### src/rtl/sd_pkg.sv
// Shared types and width helpers for the windowed standard-deviation unit.
package sd_pkg;

    typedef enum logic [1:0] {
        ST_ACCUM = 2'd0,
        ST_VAR   = 2'd1,
        ST_ROOT  = 2'd2,
        ST_OUT   = 2'd3
    } sd_state_e;

    function automatic int sum_w(input int width, input int log_n);
        return width + log_n;
    endfunction

    function automatic int sq_w(input int width, input int log_n);
        return 2 * width + log_n;
    endfunction

    function automatic int root_w(input int width, input int fbits);
        return width + fbits;
    endfunction

endpackage

### src/rtl/sd_window_sqrt_iter.sv
// Restoring digit-by-digit square root, one result bit per cycle, MSB first.
// root/rem present the result of the step in progress; they are final while done=1.
module sqrt_iter #(
    parameter int RAD_W  = 16,
    parameter int ROOT_W = 8
) (
    input  logic              clk,
    input  logic              reset,
    input  logic              start,
    output logic              busy,
    output logic              done,
    input  logic [RAD_W-1:0]  rad,
    output logic [ROOT_W-1:0] root,
    output logic [ROOT_W:0]   rem
);

    localparam int CNT_W = $clog2(ROOT_W + 1);

    logic [RAD_W-1:0]  rad_q;
    logic [ROOT_W-1:0] root_q;
    logic [ROOT_W:0]   rem_q;
    logic [CNT_W-1:0]  left_q;
    logic              busy_q;

    logic [ROOT_W+2:0] acc;
    logic [ROOT_W+2:0] trial;
    logic [ROOT_W-1:0] root_step;
    logic [ROOT_W:0]   rem_step;

    always_comb begin
        acc   = {rem_q, rad_q[RAD_W-1 -: 2]};
        trial = {1'b0, root_q, 2'b01};
        if (acc >= trial) begin
            rem_step  = (ROOT_W+1)'(acc - trial);
            root_step = ROOT_W'({root_q, 1'b1});
        end else begin
            rem_step  = (ROOT_W+1)'(acc);
            root_step = ROOT_W'({root_q, 1'b0});
        end
    end

    assign busy = busy_q;
    assign done = busy_q && (left_q == CNT_W'(1));
    assign root = root_step;
    assign rem  = rem_step;

    always_ff @(posedge clk) begin
        if (reset) begin
            rad_q  <= '0;
            root_q <= '0;
            rem_q  <= '0;
            left_q <= '0;
            busy_q <= 1'b0;
        end else if (start) begin
            rad_q  <= rad;
            root_q <= '0;
            rem_q  <= '0;
            left_q <= CNT_W'(ROOT_W);
            busy_q <= 1'b1;
        end else if (busy_q) begin
            rad_q  <= rad_q << 2;
            root_q <= root_step;
            rem_q  <= rem_step;
            left_q <= left_q - CNT_W'(1);
            if (left_q == CNT_W'(1)) begin
                busy_q <= 1'b0;
            end
        end
    end

endmodule

### src/rtl/sd_window.sv
// Windowed mean / standard deviation over 2^LOG_N samples with valid/ready output.
// Define SD_ROUND_EN to round sd_out to nearest instead of truncating.
module sd_window
    import sd_pkg::*;
#(
    parameter int WIDTH = 8,
    parameter int FBITS = 0,
    parameter int LOG_N = 4
) (
    input  logic                   clk,
    input  logic                   reset,
    input  logic                   in_valid,
    output logic                   in_ready,
    input  logic [WIDTH-1:0]       in_data,
    output logic                   out_valid,
    input  logic                   out_ready,
    output logic [WIDTH-1:0]       mean_out,
    output logic [WIDTH+FBITS-1:0] sd_out,
    output sd_state_e              dbg_state_o
);

    localparam int SUM_W  = sum_w(WIDTH, LOG_N);
    localparam int SQ_W   = sq_w(WIDTH, LOG_N);
    localparam int ROOT_W = root_w(WIDTH, FBITS);
    localparam int RAD_W  = 2 * ROOT_W;
    localparam int VAR_W  = 2 * WIDTH;
    localparam int CNT_W  = (LOG_N > 0) ? LOG_N : 1;
    localparam int N      = 1 << LOG_N;
    localparam logic [CNT_W-1:0] CNT_LAST = CNT_W'(N - 1);

    sd_state_e         state_q, state_d;
    logic [CNT_W-1:0]  cnt_q, cnt_d;
    logic [SUM_W-1:0]  sum_q, sum_d;
    logic [SQ_W-1:0]   sumsq_q, sumsq_d;
    logic [WIDTH-1:0]  mean_q, mean_d;
    logic [ROOT_W-1:0] sd_q, sd_d;
    logic              in_ready_q;
    logic              out_valid_q;

    logic [WIDTH-1:0]  mean_v;
    logic [VAR_W-1:0]  msq_v;
    logic [VAR_W-1:0]  mean_sq_v;
    logic [VAR_W-1:0]  var_v;
    logic [RAD_W-1:0]  rad_v;
    logic [ROOT_W-1:0] sd_next;

    logic              sq_start;
    logic              sq_busy;
    logic              sq_done;
    logic [ROOT_W-1:0] sq_root;
    logic [ROOT_W:0]   sq_rem;

    sqrt_iter #(
        .RAD_W (RAD_W),
        .ROOT_W(ROOT_W)
    ) u_sqrt (
        .clk  (clk),
        .reset(reset),
        .start(sq_start),
        .busy (sq_busy),
        .done (sq_done),
        .rad  (rad_v),
        .root (sq_root),
        .rem  (sq_rem)
    );

    // floor(sumsq/N) >= floor(sum/N)^2 always holds, so the subtraction cannot wrap.
    always_comb begin
        mean_v    = WIDTH'(sum_q >> LOG_N);
        msq_v     = VAR_W'(sumsq_q >> LOG_N);
        mean_sq_v = VAR_W'(mean_v) * VAR_W'(mean_v);
        var_v     = msq_v - mean_sq_v;
        rad_v     = RAD_W'(var_v) << (2 * FBITS);
    end

`ifdef SD_ROUND_EN
    always_comb begin
        sd_next = sq_root;
        if (({1'b0, sq_root} < sq_rem) && !(&sq_root)) begin
            sd_next = sq_root + ROOT_W'(1);
        end
    end
`else
    logic unused_rem;
    assign unused_rem = ^sq_rem;
    assign sd_next    = sq_root;
`endif

    // Input side: a sample moves on a clock edge where in_valid && in_ready; output side:
    // a result moves where out_valid && out_ready. Both ready/valid outputs are registered.
    always_comb begin
        state_d  = state_q;
        cnt_d    = cnt_q;
        sum_d    = sum_q;
        sumsq_d  = sumsq_q;
        mean_d   = mean_q;
        sd_d     = sd_q;
        sq_start = 1'b0;
        case (state_q)
            ST_ACCUM: begin
                if (in_valid && in_ready_q) begin
                    sum_d   = sum_q + SUM_W'(in_data);
                    sumsq_d = sumsq_q + SQ_W'(in_data) * SQ_W'(in_data);
                    if (cnt_q == CNT_LAST) begin
                        cnt_d   = '0;
                        state_d = ST_VAR;
                    end else begin
                        cnt_d = cnt_q + CNT_W'(1);
                    end
                end
            end
            ST_VAR: begin
                mean_d   = mean_v;
                sq_start = !sq_busy;
                sum_d    = '0;
                sumsq_d  = '0;
                state_d  = ST_ROOT;
            end
            ST_ROOT: begin
                if (sq_done) begin
                    sd_d    = sd_next;
                    state_d = ST_OUT;
                end
            end
            ST_OUT: begin
                if (out_ready) begin
                    state_d = ST_ACCUM;
                end
            end
            default: state_d = ST_ACCUM;
        endcase
    end

    always_ff @(posedge clk) begin
        if (reset) begin
            state_q     <= ST_ACCUM;
            cnt_q       <= '0;
            sum_q       <= '0;
            sumsq_q     <= '0;
            mean_q      <= '0;
            sd_q        <= '0;
            in_ready_q  <= 1'b1;
            out_valid_q <= 1'b0;
        end else begin
            state_q     <= state_d;
            cnt_q       <= cnt_d;
            sum_q       <= sum_d;
            sumsq_q     <= sumsq_d;
            mean_q      <= mean_d;
            sd_q        <= sd_d;
            in_ready_q  <= (state_d == ST_ACCUM);
            out_valid_q <= (state_d == ST_OUT);
        end
    end

    assign in_ready    = in_ready_q;
    assign out_valid   = out_valid_q;
    assign mean_out    = mean_q;
    assign sd_out      = sd_q;
    assign dbg_state_o = state_q;

endmodule

### config.mk
export PLATFORM = sky130hd
export DESIGN_NAME = sd_window
export DESIGN_NICKNAME = d
export VERILOG_FILES = /design/src/rtl/sd_pkg.sv /design/src/rtl/sd_window_sqrt_iter.sv /design/src/rtl/sd_window.sv
export SDC_FILE = /design/constraint.sdc
export NUM_CORES = 1
export LEC_CHECK = 0
export CORE_UTILIZATION = 55
export DETAILED_ROUTE_END_ITERATION = 7
export GPL_TIMING_DRIVEN = 0
export PLACE_DENSITY = 0.8
export SLEW_MARGIN = 5
export SYNTH_ARGS = -nofsm -noshare
export SYNTH_HDL_FRONTEND = slang
export SYNTH_SLANG_ARGS = --single-unit
### constraint.sdc
create_clock -name clk -period 7.3 [get_ports clk]
set_clock_uncertainty 0.2 [all_clocks]
set_input_delay 1.825 -clock clk [delete_from_list [all_inputs] [get_ports clk]]
set_output_delay 1.825 -clock clk [all_outputs]
set_load 0.02 [all_outputs]
==> reports/results.ini <==
[detailed_routing]
num_vias=7305
dr.pass1.iters=5
via_per_inst=5.530
final_antenna_net_count=0
drt_iter0_drc=484
finalWirelength_mm=19.87
drc_errors=0
wire_per_inst_um=15.04

[die]
ios=32
die_w_um=128.8
rows=45
dieArea_sq_mm=0.01659
initial_utilization=0.5731
core_sq_mm=0.01543
die_h_um=128.8

[grt]
grt_usage=0.2592
grt_overflow=0
grt_pass1_vias=7125
grt_pass1_wl_mm=33.88
antenna_found_initial=0
grt_start_max_net_pins=16

[setup_path]
crit_top_cell=inv_1
crit_buf_inv=5
cp_slowest_cell=clkdlybuf4s50_1
cp_cell_sequence=clkdlybuf4s50_1 > and2_1 > inv_1 > fa_1 > fa_1 > inv_1 > ha_1 > inv_1 > fa_1 > inv_1 > ha_1 > a211oi_1 > o21ai_0 > a31oi_1 > o221ai_1 > a211oi_1 > a31oi_1 > nor2_1
r2r-end=u_sqrt.rad_q[11]
worstSetupStartpointType=primary input
cp_top_family=adder cells
slowest_delay_ns=0.72
critPathArrivalTime_ns=7.00
endpoint=sumsq_q[18]
setup.worst_path.start=in_data[4]
cp.depth=18
critical_path_class=in -> reg
cp-end-kind=register
cp.required_ns=7.38
reg2reg_depth=18
worstPathMaxFanout=9
worstReg2RegStart=sum_q[10]
r2r_slack_ns=1.92

[cts]
clk_path_buf_depth=2
worst_skew_pair.late_latency_ns=0.35
cts_tree=done
cts_buffers=9
clkTransAtPathRegs_ns=0.07
cts_hold_buf=0
cts-root-buf=clkbuf_16
cts_sinks=94
htree_levels=3

[yosys]
syn-cell-area_sq_mm=0.008841
synth_top_cell_by_area=dfxtp_1
synthTopCellsByArea=dfxtp_1, fa_1, ha_1, inv_1, a21oi_1
synth_most_common_cell=inv_1
syn_avg_cell_area_sq_um=8.317
ys_types=54
yosys_register_bits=94
yosys_warnings=0
synth_fp_nets=1253
synth_top_area_share=0.2129
synth_cells=1063
synth_edf_count=0
ys_seq_area_frac=0.2129
async_flop_share=0
synth_common_cells=inv_1, ha_1, dfxtp_1, nand2_1, nor2_1
synth_flop_cell=dfxtp_1

[place]
place_hpwl_mm=15.51
gp_congestion=0.8475
pre_cts_slack_ns=0.08497
numPortBuffers=31

[pwr]
power.density_mw_per_mm2=273.4
power.leakage_uw=0.004417
intPower_uw=1470
ir_worst_vdd_mv=0.1791
seqPwrFrac=0.221
p_sw_frac=0.4452
power.net_switching_uw=1180
power_frac_clock=0.169
p_comb_frac=0.610

[timing]
finalMaxSlewViolations=0
worst_pin_slew_ns=0.8490
min_period_ns=6.923
max_freq_ghz=0.1445
setup_ws_ns=0.3775
finalHoldViolCount=0
setup_viol=0
period_share=0.9483
fin_setup_tns_ns=0
slew_headroom=0.4319
rsz0062_at_grt=no

[finish]
final_core_util=0.6285
drive_gt1_frac=0.02342
area_growth_pct=9.666
n_fill_cell=1354
nets=1295
n_antenna_cell=0

[flow_run]
maxCapViolCount=0

[status]
status=finished, final reports clean

[hold_path]
hp-class=reg -> reg

-- per-stage QoR --
stage | cell area, sq um | total power, uW | cells | hold WS, ns
after floorplan | 8841 | 1851 | 1063 | 0.2361
after global placement | 9415 | 2125 | 1305 | 0.2545
after detailed placement | 9415 | 2176 | 1305 | 0.2615
after CTS | 9694 | 2635 | 1321 | 0.2712
after global routing | 9696 | 2903 | 1321 | 0.2929
final | 9696 | 2651 | 1321 | 0.2681
-- layer usage --
metal / wire length [um] / GRT usage / up-vias / share of wire
met3: 1089 / 0.03035 / 27 / 0.055
met2: 9254 / 0.4388 / 192 / 0.47
met5: 0 / 0 / - / 0
met4: 276 / 0.07474 / 0 / 0.014
li1: - / - / 3561 / -
met1: 9253 / 0.3488 / 3525 / 0.47
-- flip-flops by register name, indices dropped and copies added, names as in the netlist --
signal,flops
dbg_state_o,2
cnt_q,4
sd_out,8
u_sqrt.rad_q,16
u_sqrt.root_q,8
u_sqrt.left_q,4
u_sqrt.rem_q,9
u_sqrt.busy,1
in_ready,1
out_valid,1
mean_out,8
sumsq_q,20
sum_q,12
-- cells by family after synthesis --
| group | count (synthesis) | synth area share |
|---|---|---|
| mux | 25 | 0.02859 |
| compound gates | 193 | 0.1397 |
| simple gates | 296 | 0.1582 |
| fa+ha+maj | 178 | 0.3139 |
| buf+inv | 227 | 0.09723 |
| flops | 94 | 0.2128 |
| xor+xnor | 50 | 0.04953 |
-- placed cells by master, fill, tap and decap left out, drive strengths merged, types with 12 or more instances in the layout --
master and count:
inv 186, clkdlybuf4s50 31, nand3 23, a31oi 14
ha 105, mux2i 23, o21ai 30, and2 29
a211oi 15, dfxtp 94, nor3 19, clkbuf 42
xor2 13, nor2 79, xnor2 37, nor2b 12
nand2 91, fa 73, o21a 13, a21oi 69
-- cell type report --
type,instances,area [sq um],area share
timing repair buffer,31,310.3,0.03200
tap,211,264.0,0.02723
sequential,94,1882,0.1941
buffer,41,162.7,0.01678
clock buffer,12,246.5,0.02542
inverter,186,698.2,0.07201
clock inverter,4,32.53,0.003355
multi-input combinational,742,6100,0.6291
-- how the worst min path moves through the flow --
stage	end	start	slack [ns]	cells past startpoint
2_1_floorplan	u_sqrt.rad_q[11]	u_sqrt.rad_q[9]	0.24	2
3_3_place_gp	u_sqrt.rad_q[12]	u_sqrt.rad_q[10]	0.25	2
3_5_place_dp	u_sqrt.rad_q[12]	u_sqrt.rad_q[10]	0.26	2
4_1_cts	u_sqrt.rad_q[6]	u_sqrt.rad_q[4]	0.27	2
5_1_grt	sum_q[3]	sum_q[3]	0.29	2
6_report	u_sqrt.rad_q[6]	u_sqrt.rad_q[4]	0.27	2
-- what timing repair did --
item                       CTS  global route
setup endpoints to repair    0             1
buffers inserted             0             0
resized for setup            0             2
-- worst register-to-register path, delay by kind of cell (launching register included) --
family	cells	cell delay, ns
adders and majority gates	5	2.29
AOI/OAI and AO/OA	5	1.13
buffers and inverters	5	0.71
and+or+nand+nor	2	0.51
DFF	1	0.35
xor gates and xnor gates	1	0.12
-- power by group through the flow --
stage	registers, uW	clock network (uW)	logic, uW
final	585	449	1620
after CTS	585	452	1600
after global routing	590	473	1840
after floorplan	585	0	1270
after global placement	595	0	1530
after detailed placement	596	0	1580
Note: power is estimated with default switching activity, not from simulation.
